$ cat src/rtl/pump_alternator_scheduler.sv
// Two-pump alternator: min on/off timing, dry-run watchdog, per-pump failover.
// Outputs are registered from next-state so relays follow state_dbg exactly.
module pump_alternator_scheduler #(
  parameter int CLK_HZ          = 25_000_000,
  parameter int MIN_ON_CYC      = 25_000_000,
  parameter int MIN_OFF_CYC     = 50_000_000,
  parameter int DRY_TIMEOUT_CYC = 250_000_000,
  parameter int CNT_W           = 28
) (
  input  logic       clk,
  input  logic       rst,
  input  logic       pump_req,
  input  logic       en_auto,
  input  logic [2:0] lvl_sup,
  input  logic       fault_clr,
  output logic       pump_a_on,
  output logic       pump_b_on,
  output logic       active_b,
  output logic [1:0] pump_fault,
  output logic       fault,
  output logic [1:0] state_dbg
);

  localparam logic [1:0] S_IDLE  = 2'd0;
  localparam logic [1:0] S_RUN   = 2'd1;
  localparam logic [1:0] S_COOL  = 2'd2;
  localparam logic [1:0] S_FAULT = 2'd3;

  localparam logic [CNT_W-1:0] ONE    = CNT_W'(1);
  localparam logic [CNT_W-1:0] ON_LIM = CNT_W'(MIN_ON_CYC - 1);
  localparam logic [CNT_W-1:0] OF_LIM = CNT_W'(MIN_OFF_CYC - 1);
  localparam logic [CNT_W-1:0] WD_LIM = CNT_W'(DRY_TIMEOUT_CYC - 1);

  if (CLK_HZ < 1 || MIN_ON_CYC < 1 || MIN_OFF_CYC < 1 ||
      DRY_TIMEOUT_CYC < 2 || CNT_W < 2) begin : g_bad_param
    $error("pump_alternator_scheduler: bad parameters");
  end

  logic [1:0]       state_q, state_d;
  logic             sel_q, sel_d;
  logic [1:0]       flt_q, flt_d;
  logic [CNT_W-1:0] on_q, on_d;
  logic [CNT_W-1:0] off_q, off_d;
  logic [CNT_W-1:0] wd_q, wd_d;
  logic [2:0]       ref_q, ref_d;
  logic             pa_q, pb_q, fault_q;
  logic             prog;

  assign prog = (lvl_sup <= 3'd4) && (lvl_sup > ref_q);

  always_comb begin
    state_d = state_q;
    sel_d   = sel_q;
    flt_d   = fault_clr ? 2'b00 : flt_q;
    on_d    = on_q;
    off_d   = off_q;
    wd_d    = wd_q;
    ref_d   = ref_q;
    unique case (state_q)
      S_IDLE: begin
        if (en_auto && pump_req && !(&flt_q)) begin
          state_d = S_RUN;
          sel_d   = flt_q[sel_q] ? ~sel_q : sel_q;
          on_d    = '0;
          wd_d    = '0;
          ref_d   = lvl_sup;
        end
      end
      S_RUN: begin
        on_d = (&on_q) ? on_q : on_q + ONE;
        if (prog) begin
          ref_d = lvl_sup;
          wd_d  = '0;
        end else begin
          wd_d  = wd_q + ONE;
        end
        if (!en_auto) begin
          state_d = S_COOL;
          sel_d   = ~sel_q;
          off_d   = '0;
        end else if (!prog && wd_q == WD_LIM) begin
          flt_d[sel_q] = 1'b1;
          if (flt_d[~sel_q]) begin
            state_d = S_FAULT;
          end else begin
            state_d = S_COOL;
            sel_d   = ~sel_q;
            off_d   = '0;
          end
        end else if (!pump_req && on_q >= ON_LIM) begin
          state_d = S_COOL;
          sel_d   = ~sel_q;
          off_d   = '0;
        end
      end
      S_COOL: begin
        off_d = off_q + ONE;
        if (off_q == OF_LIM) state_d = S_IDLE;
      end
      S_FAULT: begin
        if (fault_clr) state_d = S_IDLE;
      end
      default: state_d = S_IDLE;
    endcase
  end

  always_ff @(posedge clk) begin
    if (rst) begin
      state_q <= S_IDLE;
      sel_q   <= 1'b0;
      flt_q   <= 2'b00;
      on_q    <= '0;
      off_q   <= '0;
      wd_q    <= '0;
      ref_q   <= 3'd0;
      pa_q    <= 1'b0;
      pb_q    <= 1'b0;
      fault_q <= 1'b0;
    end else begin
      state_q <= state_d;
      sel_q   <= sel_d;
      flt_q   <= flt_d;
      on_q    <= on_d;
      off_q   <= off_d;
      wd_q    <= wd_d;
      ref_q   <= ref_d;
      pa_q    <= (state_d == S_RUN) && !sel_d;
      pb_q    <= (state_d == S_RUN) && sel_d;
      fault_q <= (state_d == S_FAULT);
    end
  end

  assign pump_a_on  = pa_q;
  assign pump_b_on  = pb_q;
  assign active_b   = sel_q;
  assign pump_fault = flt_q;
  assign fault      = fault_q;
  assign state_dbg  = state_q;

endmodule

$ cat config.mk
export PLATFORM = sky130hd
export DESIGN_NAME = pump_alternator_scheduler
export DESIGN_NICKNAME = d
export VERILOG_FILES = /design/src/rtl/pump_alternator_scheduler.sv
export SDC_FILE = /design/constraint.sdc
export NUM_CORES = 1
export LEC_CHECK = 0
export ABC_AREA = 1
export CAP_MARGIN = 20
export CORE_AREA = 2 2 100 102
export DETAILED_ROUTE_END_ITERATION = 8
export DIE_AREA = 0 0 102 104
export GPL_ROUTABILITY_DRIVEN = 0
export HOLD_SLACK_MARGIN = 0.03
export PLACE_DENSITY = 0.77
export SYNTH_ARGS = -nofsm -noshare
export SYNTH_HDL_FRONTEND = slang
export SYNTH_SLANG_ARGS = --single-unit
$ cat constraint.sdc
create_clock -name clk -period 2.3 [get_ports clk]
set_clock_uncertainty 0.2 [all_clocks]
set_input_delay 0.46 -clock clk [delete_from_list [all_inputs] [get_ports clk]]
set_output_delay 0.46 -clock clk [all_outputs]
set_load 0.01 [all_outputs]
Word-level counts from Yosys, hierarchy flattened
Index checks and enable logic that the tools add are counted.
{ "totals": {"regBits": 95, "out_inout_bits": 8, "wordCells": 92, "in_bits": 8} }
{ "op_classes": {"n_mux": 38, "reduce_logical": 21, "add_sub_neg": 3, "n_bitwise": 2, "n_eq_ne": 12, "order_cmp": 6} }
{ "op_table": {"columns": ["op", "count"], "rows": [
  ["$mux 28", 7],
  ["$pmux 28 s2", 3],
  ["$add 28x1->28 const B", 3],
  ["$eq 28x26->1 const B", 1],
  ["$eq 28x28->1 const B", 1],
  ["$ge 28x25->1 const B", 1],
  ["$reduce_and 28->1", 1],
  ["$mux 2", 10],
  ["$mux 1", 12],
  ["$reduce_and 3->1", 3],
  ["$logic_and 1x1->1", 8],
  ["$ne 4x4->1 const B", 2],
  ["$pmux 2 s4", 1],
  ["$eq 2x2->1 const B", 3],
  ["$mux 3", 2],
  ["$ne 2x2->1 const B", 3],
  ["$pmux 3 s2", 1],
  ["$eq 2x1->1 const B", 2],
  ["$logic_not 1->1", 4],
  ["$lt 1x2->1 const B", 2],
  ["$reduce_and 2->1", 2],
  ["$reduce_bool 2->1", 2],
  ["$gt 3x3->1", 1],
  ["$le 3x3->1 const B", 1],
  ["other kinds (6)", 6]
]} }

Logic depth before layout (Yosys ltp)
{ "logic_depth": {"word_depth": 13, "depth_mapped": 16, "ltp_nobuf": 16} }

Worst setup path before layout
OpenSTA, ideal clock, no wires.
{ "synth_timing": {"path_kind": "reg-to-reg", "startpoint": "reg state_q[0], in the netlist state_dbg[0]", "endpoint": "reg wd_q[25]", "setup_ns": 0.116, "required_time_ns": 1.984, "synth_period_minus_slack_ns": 2.246, "n_path_buf": 1, "arrival_ns": 1.929, "slack_ns": 0.054, "path_stages_with_launch": 16, "path_cell_list": "dfxtp_1 > inv_1 > ha_1 > inv_1 > nor2_2 > a21oi_2 > buf_6 > nand2_4 > nor2_4 > nand2_1 > nor2_1 > nand2_1 > nor2_1 > nand2_1 > nand2_1 > a21oi_1"} }
{ "synth_via": {"elab_chain_cells": 3, "word_cells_on_any_way": 6, "classes_between": "2 x eq/ne; 1 x mux; 3 x reduce/logical"} }
{ "synth_rtl": {"columns": ["element", "line_no", "text"], "rows": [
  ["start, declared", "39", "logic [1:0] state_q, state_d;"],
  ["start signal, assigned", "120", "state_q <= state_d;"],
  ["$eq 2x1->1 / $logic_not 2->1 (equally long branches)", "59", "unique case (state_q)"],
  ["$reduce_bool 2->1 (no source line) / $ne 2x2->1 (equally long branches)", null, null],
  ["$reduce_and 2->1 (no source line)", null, null],
  ["end signal, assigned", "125", "wd_q <= wd_d;"],
  ["end, declared", "44", "logic [CNT_W-1:0] wd_q, wd_d;"]
]} }
Parallel ways exist; a longest one is shown, timed or not.
A chain may end at the register's enable or synchronous reset.

Final worst setup path
{ "layout_timing": {"startpoint": "reg wd_q[1]", "endpoint": "reg wd_q[26]"} }
{ "layout_via": {"elab_chain_cells": 3} }
{ "layout_rtl": {"columns": ["element", "line_no", "text"], "rows": [
  ["$add 28x1->28", "75", "wd_d = wd_q + ONE;"],
  ["$mux 28", "71", "if (prog) begin"],
  ["$pmux 28 s2", "59", null]
]} }
Every way passes these cells.

==> results.py <==
metrics = {
    "setup_path": {
        "worstSetupStartpointType": "register",
        "cp_data_arrival_time_ps": 2380,
        "end_kind": "register",
        "critPathKind": "reg2reg",
        "crit_fanout": 4,
        "required_ps": 2380,
    },
    "global_routing": {
        "grt_pass1_vias": 5746,
        "grt_max_degree": 37,
        "grt_usage": 0.287,
        "grt.overflow.total": 0,
        "antenna_found_initial": 1,
        "grt_pass1_wl_um": 24900,
    },
    "sta": {
        "worst_pin_slew_ps": 572,
        "hold_viol": 0,
        "min_period_ps": 2300,
        "hold_ws_ps": 277,
        "setup_ws_ps": -1.70,
        "rsz0062_at_grt": "yes",
        "max-slew-margin-rel": 0.616,
        "max_freq_ghz": 0.434,
        "slew_viol_final": 0,
        "fin_tns_setup_ps": -1.70,
        "post-route-period-util": 1.00,
        "setup_viol": 1,
    },
    "run_status": {
        "violations": "setup timing",
        "status": "finished with violations",
    },
    "layout": {
        "multi_input_area_um2": 3590,
        "fillers": 737,
        "instances_no_fill": 1102,
        "seq_area_um2": 1920,
        "design_area_um2": 7120,
        "syn_to_final_growth_pct": 23.7,
        "nets": 981,
        "drive_gt1_frac": 0.183,
    },
    "floorplanning": {
        "rows": 36,
        "io_pins": 16,
        "die_h_um": 104,
        "fp.dieW_um": 102,
        "start_util": 0.602,
        "die_area_um2": 10600,
        "core-area_um2": 9550,
    },
    "detailed_routing": {
        "drt-total-wl_um": 16400,
        "via_per_inst": 5.68,
        "avgRoutedWirePerCell_um": 14.8,
        "vias": 6259,
        "drtAntennaViolNets": 0,
        "drc": 0,
        "drt_iter0_markers": 484,
        "dr.pass1.iters": 5,
    },
    "logic_synthesis": {
        "synth_edf_count": 0,
        "synthTopCellsByCount": "nand2_1 (193), nor2_1 (139), inv_1 (97), dfxtp_1 (95), nand3_1 (77)",
        "ys_ff_latch": 95,
        "synth_top_cells_by_area": "dfxtp_1 (33%), nand2_1 (13%), nor2_1 (9.1%)",
        "synth_cell_types": 41,
        "ys_seq_area_frac": 0.331,
        "synth_ff_type": "dfxtp_1",
        "synth_warnings": 0,
        "synth_fp_nets": 905,
        "netlist.area_leader.share": 0.331,
        "synth_most_common_cell": "nand2_1",
        "syn_area_per_cell_um2": 6.49,
        "synth-async-reset-ratio": 0,
        "synth_top_area_cell": "dfxtp_1",
        "synth_cells": 887,
        "syn-cell-area_um2": 5750,
    },
    "place": {
        "port_buffers": 15,
        "place_area_um2": 6360,
        "hpwl_um": 10900,
        "place_inst": 1065,
    },
    "power": {
        "p_leak_nw": 2.58,
        "pwr-share-comb": 0.227,
        "power.internal_mw": 2.78,
        "power_density_nw_per_um2": 551,
        "p_seq_frac": 0.434,
        "switching_share": 0.290,
        "clockPowerShare": 0.339,
        "switchingPower_mw": 1.14,
        "irDropWorstVdd_v": 0.000299,
        "p_total_mw": 3.92,
    },
    "clocking": {
        "holdBufCountCts": 0,
        "cts_sinks": 95,
        "cts_root_buf": "clkbuf_8",
        "cts.reportedPaths.clkPinSlew_ps": 100,
        "cts_tree": "built",
        "htree_levels": 3,
        "cts_buffers": 9,
        "worstSkewPairLatency_ps": 380,
        "clock_path_buffers": 2,
    },
    "flow_run": {
        "max_cap_viol_count": 0,
    },
    "hold_path": {
        "hp-class": "reg2reg",
    },
}
power groups by stage:
stage | logic, mW | registers (mW) | clock network (mW)
global placement | 0.677 | 1.73 | 0
global route | 0.954 | 1.71 | 1.40
CTS | 0.733 | 1.70 | 1.34
finish | 0.891 | 1.70 | 1.33
detailed placement | 0.695 | 1.73 | 0
floorplan | 0.403 | 1.74 | 0
logic make-up after synthesis:
| group | synth area share |
|---|---|
| flops | 0.331 |
| xor+xnor | 0.0426 |
| buf+inv | 0.0935 |
| compound gates | 0.117 |
| simple gates | 0.394 |
| fa+ha+maj | 0.0217 |
worst paths after layout:
check / slack (ps) / start / endpoint / depth (start not counted)
worst max-delay path: -2 / wd_q[1]$_SDFFE_PP0P_ / wd_q[26]$_SDFFE_PP0P_ / 15
worst min-delay path: 280 / on_q[12]$_SDFFE_PP0P_ / on_q[12]$_SDFFE_PP0P_ / 2
worst max register to register: -2 / wd_q[1]$_SDFFE_PP0P_ / wd_q[26]$_SDFFE_PP0P_ / 15
worst min register to register: 280 / on_q[12]$_SDFFE_PP0P_ / on_q[12]$_SDFFE_PP0P_ / 2
cell usage in the layout, fill, tap and decap left out, types with 3 or more instances in the layout:
cell and n:
a211oi_1 4, a21oi_1 65, a21oi_2 10, buf_12 4
buf_4 65, bufinv_16 3, clkbuf_8 9, clkdlybuf4s50_1 10
dfxtp_1 88, dfxtp_2 5, dlygate4sd2_1 4, ha_1 3
ha_4 5, inv_1 90, inv_2 11, nand2_1 184
nand2_2 11, nand2_4 4, nand3_1 73, nand3_2 3
nand3_4 5, nand4_1 24, nor2_1 131, nor2_2 8
nor2_4 7, nor3_1 37, nor3_2 6, o21a_1 6
o21ai_0 27, xnor2_1 8, xor2_1 20
worst max-delay path, cell delays in order (launching register included):
cell     delay (ps)
dfxtp_4         380
ha_4            160
nand2_4          60
nor2_4          150
buf_12          120
nand3_4          90
nor3_4          230
nand2_4          80
nor2_4          130
nand2_2          70
inv_2            80
nand3_4          80
nor2_4          150
nand2_2          60
nor2_1           90
nor2_1           50
what timing repair did:
| item | in CTS | in global routing |
|---|---|---|
| endpoints found under the setup margin | 48 | 68 |
| hold endpoints to repair | 0 | 0 |
| buffers inserted | 3 | 15 |
| cloned | 1 | 2 |
| gates resized for setup | 13 | 72 |
| pin swaps | 8 | 19 |
through the flow:
step           setup WS, ps  utilization
3_3_place_gp           -391        0.666
2_1_floorplan          54.4            -
3_5_place_dp           -523        0.666
5_1_grt               -89.3        0.745
6_report              -1.70        0.745
4_1_cts                10.4        0.698
flip-flops by register name, indices dropped and copies added (netlist names):
name	flops
pump_a_on	1
pump_fault	2
fault	1
active_b	1
wd_q	28
on_q	28
state_dbg	2
ref_q	3
off_q	28
pump_b_on	1
layer usage:
metal / share of wire / global-route usage / vias to the layer above
met3: 0.064 / 0.0450 / 45
li1: - / - / 3047
met2: 0.49 / 0.462 / 257
met1: 0.42 / 0.373 / 2910
met4: 0.028 / 0.133 / 0
met5: 0 / 0 / -
final cells by class:
type,instances,share of cell area
tap,133,0.0234
sequential,95,0.269
multi-input combinational,666,0.505
timing repair buffer,89,0.115
clock inverter,6,0.0153
inverter,102,0.0538
clock buffer,10,0.0179
antenna,1,0.000352
Note: power is estimated with default switching activity, not from simulation.
